===== config.mk =====
export PLATFORM = sky130hd
export DESIGN_NAME = cla_arbiter
export DESIGN_NICKNAME = d
export VERILOG_FILES = /design/src/rtl/cla_arbiter.sv
export SDC_FILE = /design/constraint.sdc
export NUM_CORES = 1
export LEC_CHECK = 0
export CAP_MARGIN = 20
export CORE_MARGIN = 5
export CORE_UTILIZATION = 52
export DETAILED_ROUTE_END_ITERATION = 8
export GPL_ROUTABILITY_DRIVEN = 0
export PLACE_DENSITY_LB_ADDON = 0.08
export SETUP_SLACK_MARGIN = 0.1
export SLEW_MARGIN = 30
export SYNTH_ARGS = -nofsm -noshare
export SYNTH_HDL_FRONTEND = slang
export SYNTH_HIERARCHICAL = 1
export SYNTH_SLANG_ARGS = --single-unit

===== constraint.sdc =====
create_clock -name clk -period 5.1 [get_ports clk]
set_clock_uncertainty 0.15 [all_clocks]
set_input_delay 1.02 -clock clk [delete_from_list [all_inputs] [get_ports clk]]
set_output_delay 1.02 -clock clk [all_outputs]
set_load 0.01 [all_outputs]

===== src/rtl/cla_arbiter.sv =====
// Two-requester round-robin front end for a single shared 32-bit carry-lookahead adder.
// Operations are serialised: one grant, one execute cycle, one held response.

module cla_32bit (
    input  logic [31:0] a,
    input  logic [31:0] b,
    input  logic        ci,
    output logic [31:0] sum,
    output logic        co
);
    logic [31:0] g;
    logic [31:0] p;
    logic [31:0] c;
    logic [8:0]  cg;

    assign g     = a & b;
    assign p     = a ^ b;
    assign cg[0] = ci;

    // 4-bit lookahead groups; group carries chain between groups
    for (genvar k = 0; k < 8; k++) begin : grp
        localparam int B = 4 * k;
        assign c[B]     = cg[k];
        assign c[B + 1] = g[B] | (p[B] & cg[k]);
        assign c[B + 2] = g[B + 1] | (p[B + 1] & g[B]) | (p[B + 1] & p[B] & cg[k]);
        assign c[B + 3] = g[B + 2] | (p[B + 2] & g[B + 1]) | (p[B + 2] & p[B + 1] & g[B])
                        | (p[B + 2] & p[B + 1] & p[B] & cg[k]);
        assign cg[k + 1] = g[B + 3] | (p[B + 3] & g[B + 2]) | (p[B + 3] & p[B + 2] & g[B + 1])
                         | (p[B + 3] & p[B + 2] & p[B + 1] & g[B])
                         | ((&p[B + 3:B]) & cg[k]);
    end

    assign sum = p ^ c;
    assign co  = cg[8];
endmodule

// state | meaning
// IDLE  | waiting for a valid request; ready goes to the granted requester
// EXEC  | adder driven from operand registers, result captured at edge
// RESP  | response held until rsp_ready
module cla_arbiter #(
    parameter int CNT_W = 16
) (
    input  logic             clk,
    input  logic             rst_n,
    input  logic             req0_valid,
    output logic             req0_ready,
    input  logic [31:0]      req0_a,
    input  logic [31:0]      req0_b,
    input  logic             req0_sub,
    input  logic             req1_valid,
    output logic             req1_ready,
    input  logic [31:0]      req1_a,
    input  logic [31:0]      req1_b,
    input  logic             req1_sub,
    output logic             rsp_valid,
    input  logic             rsp_ready,
    output logic [31:0]      rsp_sum,
    output logic             rsp_co,
    output logic             rsp_ovf,
    output logic             rsp_id,
    output logic [CNT_W-1:0] cnt0,
    output logic [CNT_W-1:0] cnt1
);
    typedef enum logic [1:0] {IDLE = 2'd0, EXEC = 2'd1, RESP = 2'd2} state_t;

    state_t      state, state_nxt;
    logic        last_grant;
    logic        gnt_id;
    logic        hs;
    logic [31:0] sel_a;
    logic [31:0] sel_b;
    logic        sel_sub;
    logic [31:0] op_a;
    logic [31:0] op_b;
    logic        op_ci;
    logic        op_id;
    logic [31:0] cla_sum;
    logic        cla_co;

    cla_32bit u_cla (
        .a   (op_a),
        .b   (op_b),
        .ci  (op_ci),
        .sum (cla_sum),
        .co  (cla_co)
    );

    always_ff @(posedge clk) begin
        if (!rst_n) state <= IDLE;
        else        state <= state_nxt;
    end

    always_comb begin
        state_nxt  = state;
        req0_ready = 1'b0;
        req1_ready = 1'b0;
        hs         = 1'b0;
        // with both valid the requester opposite the last winner goes
        gnt_id     = (req0_valid && req1_valid) ? ~last_grant : req1_valid;
        sel_a      = gnt_id ? req1_a   : req0_a;
        sel_b      = gnt_id ? req1_b   : req0_b;
        sel_sub    = gnt_id ? req1_sub : req0_sub;
        case (state)
            IDLE: begin
                if (req0_valid || req1_valid) begin
                    req0_ready = ~gnt_id;
                    req1_ready = gnt_id;
                    hs         = 1'b1;
                    state_nxt  = EXEC;
                end
            end
            EXEC:    state_nxt = RESP;
            RESP:    if (rsp_ready) state_nxt = IDLE;
            default: state_nxt = IDLE;
        endcase
    end

    always_ff @(posedge clk) begin
        if (!rst_n) begin
            last_grant <= 1'b1;
            op_a       <= '0;
            op_b       <= '0;
            op_ci      <= 1'b0;
            op_id      <= 1'b0;
            rsp_valid  <= 1'b0;
            rsp_sum    <= '0;
            rsp_co     <= 1'b0;
            rsp_ovf    <= 1'b0;
            rsp_id     <= 1'b0;
            cnt0       <= '0;
            cnt1       <= '0;
        end else begin
            if (hs) begin
                op_a       <= sel_a;
                op_b       <= sel_sub ? ~sel_b : sel_b;
                op_ci      <= sel_sub;
                op_id      <= gnt_id;
                last_grant <= gnt_id;
            end
            if (state == EXEC) begin
                rsp_valid <= 1'b1;
                rsp_sum   <= cla_sum;
                rsp_co    <= cla_co;
                rsp_ovf   <= (op_a[31] == op_b[31]) && (cla_sum[31] != op_a[31]);
                rsp_id    <= op_id;
            end
            if (state == RESP && rsp_ready) begin
                rsp_valid <= 1'b0;
                if (rsp_id) begin
                    if (cnt1 != {CNT_W{1'b1}}) cnt1 <= cnt1 + CNT_W'(1);
                end else begin
                    if (cnt0 != {CNT_W{1'b1}}) cnt0 <= cnt0 + CNT_W'(1);
                end
            end
        end
    end
endmodule


# After elaboration in Yosys (flattened, before gate mapping)
# Index checks and enable logic that the tools add are counted.
op_classes:
  bitwise_logic: 208
  muxes: 14
  eq_ne: 8
  n_reduce_logical: 17
  n_addsub: 2
op_table:
  columns: ["op", "n"]
  rows:
  - ["1-bit AND", 120]
  - ["32-bit two-way mux", 3]
  - ["1-bit OR", 80]
  - ["32-bit bitwise XOR", 2]
  - ["16-bit by 1-bit adder with 16-bit output (second input constant)", 2]
  - ["32-bit AND", 1]
  - ["16-bit inequality test (second input constant)", 2]
  - ["32-bit inverter", 1]
  - ["4-bit AND reduction", 8]
  - ["1-bit two-way mux", 8]
  - ["2-bit case mux with 3 select lines", 1]
  - ["3-bit AND reduction", 2]
  - ["2-bit two-way mux", 2]
  - ["2-bit inequality test (second input constant)", 2]
  - ["1-bit inverter", 4]
  - ["1-bit logical AND", 3]
  - ["2-bit by 1-bit == test with 1-bit output (second input constant)", 1]
  - ["2-bit == test (second input constant)", 1]
  - ["2-bit zero test", 1]
  - ["2-bit AND reduction", 1]
  - ["2-bit OR reduction", 1]
  - ["1-bit == test", 1]
  - ["1-bit logical OR", 1]
  - ["1-bit inequality test", 1]
totals:
  out_inout_bits: 70
  reg_bits: 137
  inputBits: 135
  word_cells: 262

# Depth between registers and ports, before layout
logic_depth:
  ltp_word: 23
  ltp_mapped: 13
  mapped_depth_nobuf: 13

# Modules after synthesis
# Netlist, hierarchy kept.
modules_own_cells:
  columns: ["mod", "seq_area_each_um2", "area_per_inst_um2", "cells_each", "instances"]
  rows:
  - ["cla_arbiter", 2742.6, 5868.1, 667, 1]
  - ["cla_32bit", 0.0, 1370.1, 165, 1]

# Least setup slack after synthesis
# No wires, ideal clock.
synth_path:
  kind: "input-to-output"
  startpoint: "in req1_valid"
  endpoint: "out req1_ready"
  stages: 5
  n_path_buf: 3
  required_ns: 3.930
  t_arrival_ns: 1.881
  setup_slack_ns: 2.049
  path_cell_list: "a21boi_1 -> buf_2 -> and2_1 -> clkbuf_1 -> buf_2"
synth_via:
  elab_chain_cells: 4
  word_cells_on_any_way: 5
  classes_between: "mux (3); reduce/logical (2)"
synth_rtl:
  columns: ["item", "line", "rtl"]
  rows:
  - ["start, declared", "51", "input logic req1_valid,"]
  - ["1-bit logical AND", "100", "gnt_id = (req0_valid && req1_valid) ? ~last_grant : req1_valid;"]
  - ["1-bit two-way mux", "100", null]
  - ["1-bit two-way mux *", "106", "if (req0_valid || req1_valid) begin"]
  - ["1-bit two-way mux *", "104", "case (state)"]
  - ["end, declared", "52", "output logic req1_ready,"]
# Mark *: on every way between the ends. The rest lies on a longest branch, timed or not.

# Final worst setup path
# Same ends and word-level chain as after synthesis.

==> impl_metrics.tcl <==
set metrics [dict create \
    status "completed" \
    r2r_setup_slack_ns 1.78 \
    synth-seq-cells 137 \
    cts_sinks 137 \
    r2r-start "op_a[9]" \
    hold_violations 0 \
    antenna_left 0 \
    hold_buffers 0 \
    drt-pass1-iter-count 6 \
    period_needed_ns 3.769 \
    ir_drop_mv 0.2318 \
    synthesis.nets 1009 \
    grt_pass1_vias 6317 \
    synth_edf_count 0 \
    synth-async-reset-ratio 0 \
    ctsResizeCount 0 \
    cp_slowest_cell "clkdlybuf4s50_1" \
    rsz0062_at_grt "false" \
    critPathTopFamily "buffers and inverters" \
    crit_required_ns 3.93 \
    post_cts_buffers 0 \
    drtIter0Drc 433 \
    wl_per_cell_um 16.10 \
    die_height_um 128.0 \
    hold_end "rsp_sum[18]" \
    root_buffer "clkbuf_16" \
    numCtsBuffers 17 \
    slew_headroom 0.4463 \
    die_w_um 128.0 \
    rr_worst_depth 13 \
    fp.dieArea_um2 16380 \
    min_path_cells 2 \
    power_uw 3124 \
    wirelength_um 19460 \
    grt.overflow.total 0 \
    antenna_found_initial 1 \
    via_count 6820 \
    slew_violations 0 \
    worst_setup_hold_path_clk_slew_ns 0.05 \
    io_pins 205 \
    cp-start-kind "input pin" \
    tightest_slew_ns 0.8131 \
    hold_class "flop to flop" \
    powerDensity_nw_per_um2 312.5 \
    path_cells "clkdlybuf4s50_1 > a21boi_4 > and2_1 > clkdlybuf4s50_1" \
    cts_buffer_depth 2 \
    avgViaCountPerCell 5.641 \
    io_buffers 204 \
    hpwlAfterDp_um 14030 \
    initial_utilization 0.5255 \
    setup_viol 0 \
    crit_buf_inv 2 \
    worstPathArrival_ns 2.60 \
    htree_levels 4 \
    grt_start_max_net_pins 69 \
    tns_ns 0 \
    leakagePower_uw 0.003739 \
    drive_above_1_share 0.06134 \
    grt_use_total 0.2335 \
    yosysSeqAreaShare 0.3789 \
    area_growth_pct 38.08 \
    max-cap-violations 0 \
    slowest_delay_ns 0.56 \
    reg2reg_to "rsp_sum[29]" \
    max_freq_mhz 265.3 \
    hold_start "rsp_sum[18]" \
    synth_cells 832 \
    coreArea_um2 13770 \
    ys.flop_type "dfxtp_1" \
    cts_tree "built" \
    end_kind "output port" \
    clkLatencyLatePin_ns 0.42 \
    fin_crit_sh 0.7391 \
    finalNetCount 1191 \
    ys_types 59 \
    worstPathMaxFanout 4 \
    synth_area_um2 7238 \
    drc_errors 0 \
    crit_type "input pin to output port" \
    fp-row-count 43 \
    synth_warnings 6 \
    avgSynthCellArea_um2 8.700 \
    crit_path_frequent_cell "clkdlybuf4s50_1" \
    n_fill_cell 1121 \
    grt_pass1_wl_um 30820 \
]
-- cell type report --
type,count,area [um^2],area share
multi-input combinational,628,4264,0.4266
sequential,137,2743,0.2744
timing repair buffer,217,2135,0.2136
clock buffer,20,446.7,0.04469
tap,180,225.2,0.02253
clock inverter,12,126.4,0.01264
inverter,13,50.05,0.005008
antenna,2,5.005,0.0005008
-- report_power, final --
part	switching, uW	leakage [uW]	internal, uW
clock	458	0.000268	728
sequential	63.5	0.00112	1160
combinational	357	0.00235	355
-- routing by layer --
layer,up-vias,wire (um),track usage
met5,-,0,0
li1,3432,-,-
met1,3170,7980,0.2756
met2,192,9843,0.4122
met4,0,372,0.07803
met3,26,1262,0.05958
-- cell usage after synthesis (all sizes together), types with 9 or more instances --
library cell | number | area [um^2]
xnor2 | 41 | 359.1
nand2 | 97 | 364.1
nand3 | 16 | 80.08
mux2i | 37 | 374.1
o31ai | 17 | 141.4
nand4 | 18 | 112.6
a21oi | 115 | 590.6
buf | 14 | 72.57
a222oi | 31 | 310.3
nor2 | 50 | 187.7
ha | 34 | 425.4
clkbuf | 40 | 150.1
inv | 13 | 48.79
o21ai | 53 | 265.3
a21o | 9 | 67.56
or3 | 11 | 68.82
xor2 | 14 | 122.6
dfxtp | 137 | 2743
or4 | 15 | 112.6
-- worst min-delay path: cells and delay by family (launching register included) --
family	cells	cell delay (ns)
DFF	1	0.30
and+or+nand+nor	1	0.05
AOI/OAI and AO/OA	1	0.05
-- cells in the final DEF, fill, tap and decap left out, types with 4 or more instances in the layout --
cell,n
dfxtp_1,137
nand2b_1,7
xor2_1,14
a222oi_1,31
or3_1,11
fa_1,8
o31ai_1,16
nand3_1,16
clkinv_2,5
nor2_1,50
nand2_1,97
mux2i_1,36
a21oi_2,4
a21o_1,9
or4_1,15
and4_1,5
clkdlybuf4s50_1,203
xnor2_1,41
buf_4,13
o21ai_0,46
clkinvlp_4,5
nor2b_1,4
clkbuf_16,17
ha_1,34
inv_1,12
o21ai_1,6
nand4_1,18
a21oi_1,111
-- sequential cells by signal, indices dropped and copies added (netlist names), 2 cells and up --
register / count
op_a: 32
op_b: 32
rsp_sum: 32
cnt0: 16
cnt1: 16
state: 2
-- kinds of logic after synthesis --
kind of cell | share of synthesized area
compound gates | 0.2176
xor+xnor | 0.06655
fa+ha+maj | 0.08090
buf+inv | 0.03751
flops | 0.3789
mux | 0.05169
simple gates | 0.1668
-- metrics by stage --
stage	utilization	std cells	hold slack [ns]	cell area (um^2)	setup slack (ns)
floorplan	-	832	0.2823	7238	2.049
global placement	0.6832	1175	0.2901	9410	1.384
detailed placement	0.6837	1175	0.2949	9417	1.334
CTS	0.7253	1207	0.3028	9990	1.334
global route	0.7255	1208	0.3191	9992	1.264
finish	0.7257	1209	0.3020	9995	1.331
-- worst max-delay path by stage --
stage                            end        from  slack [ns]  cells after the start
after floorplan           req1_ready  req1_valid        2.05                      5
after global placement    req1_ready  req1_valid        1.38                      4
after detailed placement  req1_ready  req1_valid        1.33                      4
after CTS                 req1_ready  req1_valid        1.33                      4
after global routing      req1_ready  req1_valid        1.26                      4
final                     req1_ready  req1_valid        1.33                      4
No activity file was read; power rests on OpenSTA's default activity.
